===== config.mk =====
export PLATFORM = sky130hd
export DESIGN_NAME = mc_ram_ctrl
export DESIGN_NICKNAME = d
export VERILOG_FILES = /design/src/rtl/mc_ram_ctrl.sv
export SDC_FILE = /design/constraint.sdc
export NUM_CORES = 1
export LEC_CHECK = 0
export CORE_ASPECT_RATIO = 1.75
export CORE_MARGIN = 2
export CORE_UTILIZATION = 45
export CTS_CLUSTER_SIZE = 40
export DETAILED_ROUTE_END_ITERATION = 16
export HOLD_SLACK_MARGIN = 0.12
export PLACE_DENSITY = 0.81
export REMOVE_ABC_BUFFERS = 1
export SYNTH_ARGS = -nofsm -noshare
export SYNTH_HDL_FRONTEND = slang
export SYNTH_SLANG_ARGS = --single-unit

===== constraint.sdc =====
create_clock -name clk -period 2.66 [get_ports clk]
set_clock_uncertainty 0.1 [all_clocks]
set_input_delay 0.532 -clock clk [delete_from_list [all_inputs] [get_ports clk]]
set_output_delay 0.532 -clock clk [all_outputs]
set_load 0.02 [all_outputs]

===== src/rtl/mc_ram_ctrl.sv =====
// Control-store RAM controller: byte-serial microcode loader plus single-word read port.
// Writes run FILL -> SETUP -> WPULSE (W_PULSE cycles) -> HOLD; reads hold strobes for RD_WAIT+1 cycles.
module mc_ram_ctrl #(
  parameter int RD_WAIT = 1,
  parameter int W_PULSE = 2
) (
  input  logic        clk,
  input  logic        reset,
  input  logic        ld_start,
  input  logic [7:0]  ld_base,
  input  logic [8:0]  ld_count,
  input  logic        ld_valid,
  input  logic [7:0]  ld_byte,
  output logic        ld_ready,
  output logic        ld_busy,
  output logic        ld_done,
  input  logic        rd_req,
  input  logic [7:0]  rd_addr,
  output logic        rd_ack,
  output logic [63:0] rd_data,
  output logic        ram_cs_n,
  output logic        ram_oe_n,
  output logic        ram_w_n,
  output logic [7:0]  ram_addr,
  output logic [63:0] ram_wdata,
  input  logic [63:0] ram_rdata
);

  typedef enum logic [2:0] {IDLE, FILL, SETUP, WPULSE, HOLD, READ} state_t;

  state_t     state;
  logic [8:0] remain;
  logic [2:0] byte_idx;
  logic [7:0] cnt;

  always_ff @(posedge clk) begin
    if (reset) begin
      state     <= IDLE;
      remain    <= '0;
      byte_idx  <= '0;
      cnt       <= '0;
      ld_ready  <= 1'b0;
      ld_busy   <= 1'b0;
      ld_done   <= 1'b0;
      rd_ack    <= 1'b0;
      rd_data   <= '0;
      ram_cs_n  <= 1'b1;
      ram_oe_n  <= 1'b1;
      ram_w_n   <= 1'b1;
      ram_addr  <= '0;
      ram_wdata <= '0;
    end else begin
      ld_done <= 1'b0;
      rd_ack  <= 1'b0;
      case (state)
        IDLE: begin
          // A load request wins over a read request arriving on the same edge.
          if (ld_start) begin
            ram_addr <= ld_base;
            remain   <= (ld_count > 9'd256) ? 9'd256 : ld_count;
            byte_idx <= '0;
            if (ld_count == 9'd0) begin
              ld_done <= 1'b1;
            end else begin
              state    <= FILL;
              ld_busy  <= 1'b1;
              ld_ready <= 1'b1;
            end
          end else if (rd_req) begin
            state    <= READ;
            ram_addr <= rd_addr;
            ram_cs_n <= 1'b0;
            ram_oe_n <= 1'b0;
            ram_w_n  <= 1'b1;
            cnt      <= '0;
          end
        end
        FILL: begin
          if (ld_valid && ld_ready) begin
            // Shifting in from the bottom leaves the first byte in [63:56] after eight.
            ram_wdata <= {ram_wdata[55:0], ld_byte};
            byte_idx  <= byte_idx + 3'd1;
            if (byte_idx == 3'd7) begin
              state    <= SETUP;
              ld_ready <= 1'b0;
              ram_cs_n <= 1'b0;
              ram_w_n  <= 1'b1;
            end
          end
        end
        SETUP: begin
          state   <= WPULSE;
          ram_w_n <= 1'b0;
          cnt     <= '0;
        end
        WPULSE: begin
          if (cnt == 8'(W_PULSE - 1)) begin
            state   <= HOLD;
            ram_w_n <= 1'b1;
          end else begin
            cnt <= cnt + 8'd1;
          end
        end
        HOLD: begin
          ram_cs_n <= 1'b1;
          ram_addr <= ram_addr + 8'd1;
          remain   <= remain - 9'd1;
          if (remain == 9'd1) begin
            state   <= IDLE;
            ld_busy <= 1'b0;
            ld_done <= 1'b1;
          end else begin
            state    <= FILL;
            ld_ready <= 1'b1;
            byte_idx <= '0;
          end
        end
        READ: begin
          if (cnt == 8'(RD_WAIT)) begin
            state    <= IDLE;
            rd_data  <= ram_rdata;
            rd_ack   <= 1'b1;
            ram_cs_n <= 1'b1;
            ram_oe_n <= 1'b1;
          end else begin
            cnt <= cnt + 8'd1;
          end
        end
        default: state <= IDLE;
      endcase
    end
  end

endmodule

==> out/results.md <==
* **# rows** 59
* **final layout net count** 1172
* **final hold violation count** 0
* **relative contribution of the clock network to total power** 0.368
* **startpoint-to-endpoint class of the critical path** reg -> out
* **FF+latch area** 3320 µm²
* **net switching fraction of the power** 0.301
* **final setup vio count** 0
* **Period minus WS final** 2200 ps
* **total CTS buffers** 17
* **crit path DAT** 1570 ps
* **Int Pwr** 4560 µW
* **worst slew margin relative to its limit** 0.520
* **Core Footprint** 14800 µm²
* **area of the mapped netlist** 6750 µm²
* **total wirelength of the detailed-routed design** 19.6 mm
* **Final Hold Slack** 351 ps
* **CP endpoint kind** primary output
* **worst vdd rail ir drop** 0.000437 V
* **Max Fanout on Critical Path** 8
* **transition time at the pin with the least slew margin** 718 ps
* **post-CTS setup buffer count** 0
* **share of synthesized registers carrying an async set or reset** 0
* **number of maximum-capacitance violations** 0
* **number of buffers inserted for hold repair after clock tree synthesis** 0
* **period utilisation layout** 0.828
* **DRT Pass-1 Iters** 5
* **number of warnings printed during yosys synthesis** 0
* **hold crit path type** reg -> reg
* **detailed router's first-iteration violation count** 294
* **library cell contributing the largest single delay on the critical path** sky130_fd_sc_hd__clkdlybuf4s50_1
* **Final GP Congestion** 0.906
* **H-tree levels** 4
* **Post-DP HPWL** 14.0 mm
* **CP delay by family, top** buffers and inverters
* **share of synthesized area occupied by flip-flops and latches** 0.492
* **Critical path buffers and inverters** 1
* **ant diodes** 0
* **power after layout** 6530 µW
* **unrepaired setup endpoints after global routing** no
* **die height** 166 µm
* **vias after detailed routing** 6676
* **cells traversed along the worst timing path** clkdlybuf4s50_1
* **layout cells sized above 1** 0.0632
* **Clock Tree Buf Depth** 2
* **Layout Area Growth over Synthesis** 47.4%
* **post-synth top area cell** sky130_fd_sc_hd__dfxtp_1
* **per-instance average area after synthesis** 8.04 µm²
* **total count of max-transition violations in the final report** 0
* **post-cts repair resize count** 0
* **root buffer selected by CTS** sky130_fd_sc_hd__clkbuf_16
* **via count normalized by instance count** 5.30
* **highest clock frequency the design can meet** 454 MHz
* **GRT Residual Overflow** 0
* **clock-pin transition on the worst setup and hold timing paths** 70 ps
* **post-synthesis register bit count** 166
* **unique cell type count in the Yosys netlist** 69
* **wire length of the first global-routing pass** 31.0 mm
* **starting density of the core** 0.457
* **largest incremental delay on the critical path** 670 ps
* **share of Yosys cell area claimed by the top area cell type** 0.492
* **count of flip-flops with a built-in enable after synthesis** 0
* **initial antenna violation count** 0
* **gr usage total** 0.235
* **clock network latency to the later pin of the worst-skew pair** 420 ps
* **worst hold path cell count** 2
* **static leakage power** 0.00343 µW
* **die area** 16000 µm²
* **pin count of the biggest net entering global routing** 89
* **power per cell area** 656 nW/µm²
* **logic depth of the worst setup path including buffers** 1
* **leading cell types by total area after synthesis** sky130_fd_sc_hd__dfxtp_1, sky130_fd_sc_hd__nand2_1, sky130_fd_sc_hd__a21oi_1
* **TritonCTS clock tree** done
* **drc violations** 0
* **switching power** 1970 µW
* **Main synth FF type** sky130_fd_sc_hd__dfxtp_1
* **outcome** finished, final reports clean
* **count of input and output buffers** 244
* **Horiz. Die Dim** 96.6 µm
* **critical path startpoint category** register
* **filler cell count in the final layout** 1214
* **required time of the critical path** 2030 ps
* **post-layout utilization of the core** 0.674
* **worst reg2reg path depth** 6
* **Synth Instances** 840
* **Flop pwr share** 0.427
* **multi-input gate area in the final layout** 3180 µm²
* **number of top-level pins** 245
* **# clock sinks** 166
* **drt wl/cell** 15.6 µm
* **Antenna Violating Nets Remaining** 0
* **via count of the first global-routing pass** 6209
* **logic gate share of total power** 0.204
[state kept, by name (all words and copies together), names as in the netlist]
signal and flops:
rd_ack 1, rd_data 64, ld_ready 1, byte_idx 3, ld_done 1, ram_oe_n 1, remain 9, cnt 8
ram_wdata 64, state 3, ld_busy 1, ram_cs_n 1, ram_w_n 1, ram_addr 8
[cells in the mapped netlist, drive strengths merged (2+ instances only)]
master     n
nand2    282
dfxtp    166
a21oi    150
clkbuf    33
buf       23
nor2      20
nand3     16
nand2b    11
nand4      9
mux2       8
nor3       8
a211oi     7
ha         7
nor3b      7
inv        5
nor4       5
o21ai      5
or3        5
a31oi      4
mux2i      4
xor2       4
a221oi     3
and3       3
nand3b     3
o211ai     3
o22ai      3
o2bb2ai    3
o311ai     3
or2        3
or4        3
a21boi     2
a21o       2
a2bb2oi    2
and2       2
and4       2
nor2b      2
o211a      2
o21a       2
o21ba      2
o31ai      2
or4b       2
[metal layers]
| layer | wire length (µm) | up-vias | GRT usage |
|---|---|---|---|
| met3 | 905 | 46 | 0.0455 |
| li1 | - | 3300 | - |
| met2 | 10800 | 251 | 0.438 |
| met1 | 7220 | 3079 | 0.251 |
| met4 | 683 | 0 | 0.107 |
| met5 | 0 | - | 0 |
[power groups by stage]
stage | Clock, µW | Sequential [µW] | Combinational [µW]
global route | 2560 | 2810 | 1440
global placement | 0 | 2830 | 1310
finish | 2400 | 2790 | 1330
floorplan | 0 | 2890 | 630
CTS | 2460 | 2780 | 1330
detailed placement | 0 | 2840 | 1320
[cell families (layout without fill, tap and decap cells)]
group | Yosys count | after routing | share of synthesized area
AO/OA/AOI/OAI | 203 | 203 | 0.175
flip-flops | 166 | 166 | 0.492
multiplexers | 12 | 12 | 0.0193
adder cells (fa/ha/maj) | 7 | 7 | 0.0130
XOR/XNOR | 4 | 4 | 0.00519
AND/OR/NAND/NOR | 386 | 386 | 0.255
buffers and inverters | 62 | 298 | 0.0400
[cell type report]
class,count,area share
clock inverter,13,0.0138
multi-input combinational,612,0.319
tap,183,0.0230
timing repair buffer,260,0.263
clock buffer,19,0.0445
sequential,166,0.334
inverter,6,0.00226
[metrics by stage]
stage                     instances  setup TNS (ps)  cell area, µm²  setup slack (ps)
after CTS                      1259               0            9960               453
final                          1259               0            9960               458
after global routing           1259               0            9960               323
after floorplan                 784          -69680            6510             -1060
after global placement         1227               0            9380               319
after detailed placement       1227               0            9380               300
[final timing paths]
path / start / end / slack, ps
worst max-delay path: ram_addr[2]$_SDFFE_PP0P_ / ram_addr[2] / 460
worst min-delay path: rd_data[31]$_SDFFE_PP0P_ / rd_data[31]$_SDFFE_PP0P_ / 350
worst max register to register: cnt[0]$_SDFFE_PP0P_ / rd_data[26]$_SDFFE_PP0P_ / 530
worst min register to register: rd_data[31]$_SDFFE_PP0P_ / rd_data[31]$_SDFFE_PP0P_ / 350
[worst register-to-register path, delay by kind of cell (launching register included)]
| kind | cells | cell delay, ps |
|---|---|---|
| DFF | 1 | 440 |
| and+or+nand+nor | 3 | 880 |
| adders and majority gates | 1 | 210 |
| AOI/OAI and AO/OA | 1 | 160 |
| buffers and inverters | 1 | 270 |
[placed cells by master, fill, tap and decap left out, types with 4 or more instances in the layout]
cell and instances:
sky130_fd_sc_hd__nor4_1 4, sky130_fd_sc_hd__clkbuf_16 17, sky130_fd_sc_hd__xor2_1 4, sky130_fd_sc_hd__ha_1 7, sky130_fd_sc_hd__nand2_1 282, sky130_fd_sc_hd__nand2b_1 11, sky130_fd_sc_hd__nor3b_1 5, sky130_fd_sc_hd__clkdlybuf4s50_1 243
sky130_fd_sc_hd__or3_1 5, sky130_fd_sc_hd__nor3_1 8, sky130_fd_sc_hd__a31oi_1 4, sky130_fd_sc_hd__inv_1 5, sky130_fd_sc_hd__nand4_1 9, sky130_fd_sc_hd__nor2_1 19, sky130_fd_sc_hd__dfxtp_1 166, sky130_fd_sc_hd__nand3_1 14
sky130_fd_sc_hd__clkinvlp_4 4, sky130_fd_sc_hd__a21oi_1 149, sky130_fd_sc_hd__a211oi_1 6, sky130_fd_sc_hd__mux2_2 5, sky130_fd_sc_hd__buf_12 5, sky130_fd_sc_hd__buf_4 12, sky130_fd_sc_hd__mux2i_1 4, sky130_fd_sc_hd__o21ai_0 4
No activity file was read; power rests on OpenSTA's default activity.
